## src/rtl/multicycle_controller.sv

```systemverilog
// rtl/multicycle_controller.sv - control FSM, condition unit and NZCV register for the multicycle ARM datapath
module multicycle_controller #(
  parameter bit NV_ALWAYS = 1'b0
) (
  input  logic       clk,
  input  logic       reset,
  input  logic [3:0] Cond,
  input  logic [1:0] Op,
  input  logic [5:0] Funct,
  input  logic [3:0] Rd,
  input  logic [3:0] ALUFlags,
  output logic       PCWrite,
  output logic       IRWrite,
  output logic       MemWrite,
  output logic       RegWrite,
  output logic       AdrSrc,
  output logic [1:0] ResultSrc,
  output logic [1:0] ALUSrcA,
  output logic [1:0] ALUSrcB,
  output logic [1:0] ImmSrc,
  output logic [1:0] RegSrc,
  output logic [1:0] ALUControl,
  output logic [3:0] Flags,
  output logic [3:0] State
);

  typedef enum logic [3:0] {
    FETCH    = 4'd0,
    DECODE   = 4'd1,
    MEMADR   = 4'd2,
    MEMREAD  = 4'd3,
    MEMWB    = 4'd4,
    MEMWRITE = 4'd5,
    EXECR    = 4'd6,
    EXECI    = 4'd7,
    ALUWB    = 4'd8,
    BRANCH   = 4'd9
  } state_t;

  state_t     state, nextState;
  logic       condEx;
  logic       condTrue;
  logic       noWrite;
  logic       inExec;
  logic       isRd15;
  logic [1:0] aluDec;
  logic [3:0] flags;

  assign inExec = (state == EXECR) || (state == EXECI);
  assign isRd15 = (Rd == 4'd15);
  assign Flags  = flags;
  assign State  = state;

  // Condition code check against the flag register ({N,Z,C,V})
  always_comb begin
    condTrue = 1'b0;
    case (Cond)
      4'b0000: condTrue = flags[2];
      4'b0001: condTrue = ~flags[2];
      4'b0010: condTrue = flags[1];
      4'b0011: condTrue = ~flags[1];
      4'b0100: condTrue = flags[3];
      4'b0101: condTrue = ~flags[3];
      4'b0110: condTrue = flags[0];
      4'b0111: condTrue = ~flags[0];
      4'b1000: condTrue = flags[1] & ~flags[2];
      4'b1001: condTrue = ~flags[1] | flags[2];
      4'b1010: condTrue = (flags[3] == flags[0]);
      4'b1011: condTrue = (flags[3] != flags[0]);
      4'b1100: condTrue = ~flags[2] & (flags[3] == flags[0]);
      4'b1101: condTrue = flags[2] | (flags[3] != flags[0]);
      4'b1110: condTrue = 1'b1;
      default: condTrue = NV_ALWAYS;
    endcase
  end

  // Data-processing cmd decode; unsupported commands add but never write back
  always_comb begin
    aluDec  = 2'b00;
    noWrite = 1'b0;
    case (Funct[4:1])
      4'b0100: aluDec = 2'b00;
      4'b0010: aluDec = 2'b01;
      4'b0000: aluDec = 2'b10;
      4'b1100: aluDec = 2'b11;
      4'b1010: begin aluDec = 2'b01; noWrite = 1'b1; end
      default: begin aluDec = 2'b00; noWrite = 1'b1; end
    endcase
  end

  // State register; CondEx is captured leaving DECODE so later flag updates cannot affect it
  always_ff @(posedge clk) begin
    if (reset) begin
      state  <= FETCH;
      condEx <= 1'b0;
    end else begin
      state <= nextState;
      if (state == DECODE) condEx <= condTrue;
    end
  end

  // NZCV update at the end of an executed S-suffixed data-processing op; logical ops keep C and V
  always_ff @(posedge clk) begin
    if (reset) begin
      flags <= 4'b0000;
    end else if (inExec && Funct[0] && condEx) begin
      flags[3:2] <= ALUFlags[3:2];
      if (!aluDec[1]) flags[1:0] <= ALUFlags[1:0];
    end
  end

  // Next-state and per-state datapath controls; reset masks every enable and shows FETCH selects
  always_comb begin
    nextState  = FETCH;
    PCWrite    = 1'b0;
    IRWrite    = 1'b0;
    MemWrite   = 1'b0;
    RegWrite   = 1'b0;
    AdrSrc     = 1'b0;
    ResultSrc  = 2'b00;
    ALUSrcA    = 2'b00;
    ALUSrcB    = 2'b00;
    ALUControl = 2'b00;
    ImmSrc     = Op;
    RegSrc     = {(Op == 2'b01) && !Funct[0], (Op == 2'b10)};
    if (reset) begin
      ALUSrcA   = 2'b01;
      ALUSrcB   = 2'b10;
      ResultSrc = 2'b10;
    end else begin
      case (state)
        FETCH: begin
          nextState = DECODE;
          IRWrite   = 1'b1;
          PCWrite   = 1'b1;
          ALUSrcA   = 2'b01;
          ALUSrcB   = 2'b10;
          ResultSrc = 2'b10;
        end
        DECODE: begin
          ALUSrcA   = 2'b01;
          ALUSrcB   = 2'b10;
          ResultSrc = 2'b10;
          case (Op)
            2'b01:   nextState = MEMADR;
            2'b00:   nextState = Funct[5] ? EXECI : EXECR;
            2'b10:   nextState = BRANCH;
            default: nextState = FETCH;
          endcase
        end
        MEMADR: begin
          nextState = Funct[0] ? MEMREAD : MEMWRITE;
          ALUSrcB   = 2'b01;
        end
        MEMREAD: begin
          nextState = MEMWB;
          AdrSrc    = 1'b1;
        end
        MEMWB: begin
          ResultSrc = 2'b01;
          RegWrite  = condEx;
          PCWrite   = condEx & isRd15;
        end
        MEMWRITE: begin
          AdrSrc   = 1'b1;
          MemWrite = condEx;
        end
        EXECR: begin
          nextState  = ALUWB;
          ALUControl = aluDec;
        end
        EXECI: begin
          nextState  = ALUWB;
          ALUSrcB    = 2'b01;
          ALUControl = aluDec;
        end
        ALUWB: begin
          RegWrite = condEx & ~noWrite;
          PCWrite  = condEx & isRd15 & ~noWrite;
        end
        BRANCH: begin
          ALUSrcB   = 2'b01;
          ResultSrc = 2'b10;
          PCWrite   = condEx;
        end
        default: nextState = FETCH;
      endcase
    end
  end

endmodule

```

## config.mk

```make
export PLATFORM = sky130hd
export DESIGN_NAME = multicycle_controller
export DESIGN_NICKNAME = d
export VERILOG_FILES = /design/src/rtl/multicycle_controller.sv
export SDC_FILE = /design/constraint.sdc
export NUM_CORES = 1
export LEC_CHECK = 0
export CAP_MARGIN = 5
export CORE_UTILIZATION = 37
export DETAILED_ROUTE_END_ITERATION = 12
export PLACE_DENSITY_LB_ADDON = 0.15
export SYNTH_ARGS = -nofsm -noshare
export SYNTH_HDL_FRONTEND = slang
export SYNTH_SLANG_ARGS = --single-unit
```

## constraint.sdc

```tcl
create_clock -name clk -period 2.3 [get_ports clk]
set_clock_uncertainty 0.05 [all_clocks]
set_input_delay 0.46 -clock clk [delete_from_list [all_inputs] [get_ports clk]]
set_output_delay 0.46 -clock clk [all_outputs]
set_load 0.05 [all_outputs]
```

==> summary.json, run 1 <==
{
  "status": {"value": "finished clean"},
  "combinational_family_with_the_most_area_after_synthesis": {"value": "simple AND/OR/NAND/NOR gates"},
  "fp.coreArea": {"value": 0.001982, "unit": "mm²"},
  "groute.usage.overall": {"value": 24.25, "unit": "%"},
  "wl": {"value": 2604, "unit": "µm"},
  "slew_violations": {"value": 0},
  "vdd_drop_max": {"value": 0.3110, "unit": "mV"},
  "post-dp-hpwl": {"value": 1973, "unit": "µm"},
  "synthSimpleGateAreaFrac": {"value": 34.60, "unit": "%"},
  "insertedDiodeCount": {"value": 0},
  "drive_above_1_share": {"value": 34.38, "unit": "%"},
  "overflow": {"value": 0},
  "grt_antenna_before_repair": {"value": 0},
  "worstSetupStartpointType": {"value": "input pin"},
  "drt.antenna.violating_nets": {"value": 0},
  "grt_pass1_wl": {"value": 3926, "unit": "µm"},
  "average_size_of_a_mapped_cell": {"value": 7.367, "unit": "µm²"},
  "port_buffers": {"value": 45},
  "htree_levels": {"value": 1},
  "clock_insertion_delay_worst_skew": {"value": 260, "unit": "ps"},
  "report.final.hold_viol_count": {"value": 0},
  "first_global_vias": {"value": 935},
  "critical_path_required": {"value": 1790, "unit": "ps"},
  "design.die.area": {"value": 0.002319, "unit": "mm²"},
  "worstSetupPathType": {"value": "in2out"},
  "synth_fa_ha_area_share": {"value": 0, "unit": "%"},
  "crit_family": {"value": "simple AND/OR/NAND/NOR gates"},
  "gp_congestion": {"value": 0.8073},
  "cp_num_buf_inv": {"value": 2},
  "tritoncts_num_sinks": {"value": 9},
  "post_synth_mux_area_share": {"value": 7.778, "unit": "%"},
  "flow.area_growth_from_synthesis": {"value": 100.3, "unit": "%"},
  "max_cap_violations": {"value": 0},
  "tritoncts_clock_tree": {"value": "done"},
  "fin_crit": {"value": 2207, "unit": "ps"},
  "postSynthCellCount": {"value": 107},
  "cts_root_buf": {"value": "clkbuf_4"},
  "drt-pass1-iter-count": {"value": 4},
  "setup_violations": {"value": 0},
  "cts.repair_timing.setup_buffer_count": {"value": 0},
  "xor_xnor_share_of_the_synthesized_area": {"value": 5.556, "unit": "%"},
  "final_cell_mix": {"value": "24 x clkdlybuf4s50_1, 16 x buf_4, 15 x buf_12, 11 x nor2_1, 7 x dfxtp_1"},
  "final.hold.worst_slack": {"value": 522.1, "unit": "ps"},
  "hp-class": {"value": "reg2reg"},
  "layout_commonest_cell": {"value": "clkdlybuf4s50_1"},
  "yosys_register_bits": {"value": 9},
  "boundaryPins": {"value": 47},
  "synth-warning-count": {"value": 0},
  "grt_setup_unrepaired": {"value": "false"},
  "cp.arrival": {"value": 1700, "unit": "ps"},
  "vias": {"value": 1001},
  "setup_ws": {"value": 92.89, "unit": "ps"},
  "grt_max_degree": {"value": 17},
  "layout.nets": {"value": 183},
  "detail_route.drc_violations": {"value": 0},
  "first_iter_violations": {"value": 32},
  "leakagePower": {"value": 0.6399, "unit": "nW"},
  "synth_fp_nets": {"value": 129},
  "layout_worst_path_cycle_share": {"value": 95.96, "unit": "%"},
  "via_per_inst": {"value": 5.353},
  "cellPowerDensity": {"value": 367.4, "unit": "mW/mm²"},
  "tightestPinTransition": {"value": 507.1, "unit": "ps"},
  "slowest_delay": {"value": 500, "unit": "ps"},
  "seq_area_frac_synth": {"value": 22.86, "unit": "%"},
  "synth_compound_area_share": {"value": 19.21, "unit": "%"},
  "timing.slew.headroom": {"value": 66.09, "unit": "%"},
  "post-place-ws": {"value": -181.0, "unit": "ps"},
  "start_util": {"value": 39.77, "unit": "%"},
  "wl_per_cell": {"value": 13.93, "unit": "µm"},
  "series_of_cell_instances_along_the_critical_path": {"value": "dlygate4sd2_1 > nor2b_2 > or4_4 > nor2_2 > buf_12"},
  "final.fill_count": {"value": 127},
  "clk_pin_slew_worst_paths": {"value": 60, "unit": "ps"},
  "critical_path.max_fanout": {"value": 3},
  "post_synth_instance_area": {"value": 788.3, "unit": "µm²"},
  "cp_slowest_cell": {"value": "or4_4"},
  "rows": {"value": 16},
  "cts-buffers-inserted": {"value": 3},
  "buffer_levels_on_the_longest_clock_path": {"value": 2},
  "critical_path.endpoint_type": {"value": "output pin"},
  "maxClockFrequency": {"value": 453.1, "unit": "MHz"},
  "fin_setup_tns": {"value": 0, "unit": "ps"},
  "die_height": {"value": 48.16, "unit": "µm"},
  "die_width": {"value": 48.16, "unit": "µm"},
  "netlist-cell-type-count": {"value": 39}
}
[power by group]
part | switching (mW) | internal [mW]
registers | 0.00968 | 0.162
clock network | 0.0548 | 0.0668
logic | 0.151 | 0.136
total | 0.215 | 0.365
[final cells by class]
| cell class | count | area (µm²) | share of cell area, % |
|---|---|---|---|
| Timing Repair Buffer | 60 | 704.4 | 44.61 |
| Tap cell | 27 | 33.78 | 2.139 |
| Multi-Input combinational cell | 83 | 614.3 | 38.91 |
| Inverter | 4 | 15.01 | 0.9509 |
| Sequential cell | 9 | 185.2 | 11.73 |
| Clock buffer | 4 | 26.28 | 1.664 |
[timing repair]
item	4_1_cts	5_1_grt
gates resized for setup	9	2
pin swaps	4	3
gates cloned	0	0
endpoints found under the setup margin	4	2
hold buffers	0	0
[synth_stat cells (all sizes together)]
cell type   n  area (µm²)
and4        1       8.760
nor4b       1       8.760
and4bb      1       12.51
a311oi      1       8.760
o41ai       2       17.52
nand2       4       15.01
a2111oi     1       15.01
a21o        1       7.510
nor3b       4       30.03
o22ai       2       12.51
o21bai      1       7.510
or3         1       6.260
nor3        7       35.03
xnor2       2       17.52
o211ai      1       7.510
mux2i       5       50.05
and3        1       6.260
dfxtp       9       180.2
a31oi       2       12.51
conb        1       3.750
mux2        1       11.26
or2         1       6.260
inv         4       15.01
o31ai       3       22.52
buf         6       40.04
nand2b      4       27.53
or4         1       7.510
clkbuf      5       20.01
nor2b       6       37.54
a21oi       3       15.01
nor2       13       48.80
xor2        3       26.28
o21ai       5       25.02
nand3       2       10.01
nand4       2       12.51
[final timing paths]
path                                 endpoint      from  slack (ps)  depth (start not counted)
worst min-delay path                 Flags[1]  Flags[1]         520                          2
worst max-delay path            ALUControl[1]  Funct[4]          90                          5
worst max register to register       Flags[0]  State[2]         630                          6
worst min register to register       Flags[1]  Flags[1]         520                          2
[layer usage]
| layer | GRT usage (%) | vias to the layer above | wire length [µm] |
|---|---|---|---|
| met1 | 29.19 | 467 | 1042 |
| met4 | 7.222 | 0 | 38 |
| met5 | 0 | - | 0 |
| met3 | 6.667 | 6 | 159 |
| met2 | 41.87 | 46 | 1363 |
| li1 | - | 482 | - |
[sequential cells by signal (all words and copies together) (netlist names)]
name,cells
condEx,1
Flags,4
State,4
[kinds of logic after synthesis]
family                 after synthesis
AO/OA/AOI/OAI                       22
XOR/XNOR                             5
buffers and inverters               15
flip-flops                           9
multiplexers                         6
other                                1
AND/OR/NAND/NOR                     49
[worst min-delay path, stage by stage, from the launching register on]
cell and delay (ps):
dfxtp_1 340, mux2i_1 140, nor2_1 50
[stage by stage]
stage          area [µm²]  power [mW]  cells  utilization (%)
2_1_floorplan       850.8      0.3211    107                -
3_5_place_dp         1535      0.4588    183            77.46
4_1_cts              1574      0.5797    187            79.42
6_report             1579      0.5801    187            79.67
3_3_place_gp         1535      0.4536    183            77.46
5_1_grt              1579      0.6078    187            79.67
Note: power is estimated with default switching activity, not from simulation.
==> inputs of run 2 (changes only) <==
Settings changed: HOLD_SLACK_MARGIN set to 0.03.
==> results of run 2 <==
Same layout as run 1: the final DEF is identical, and so are final timing and power.
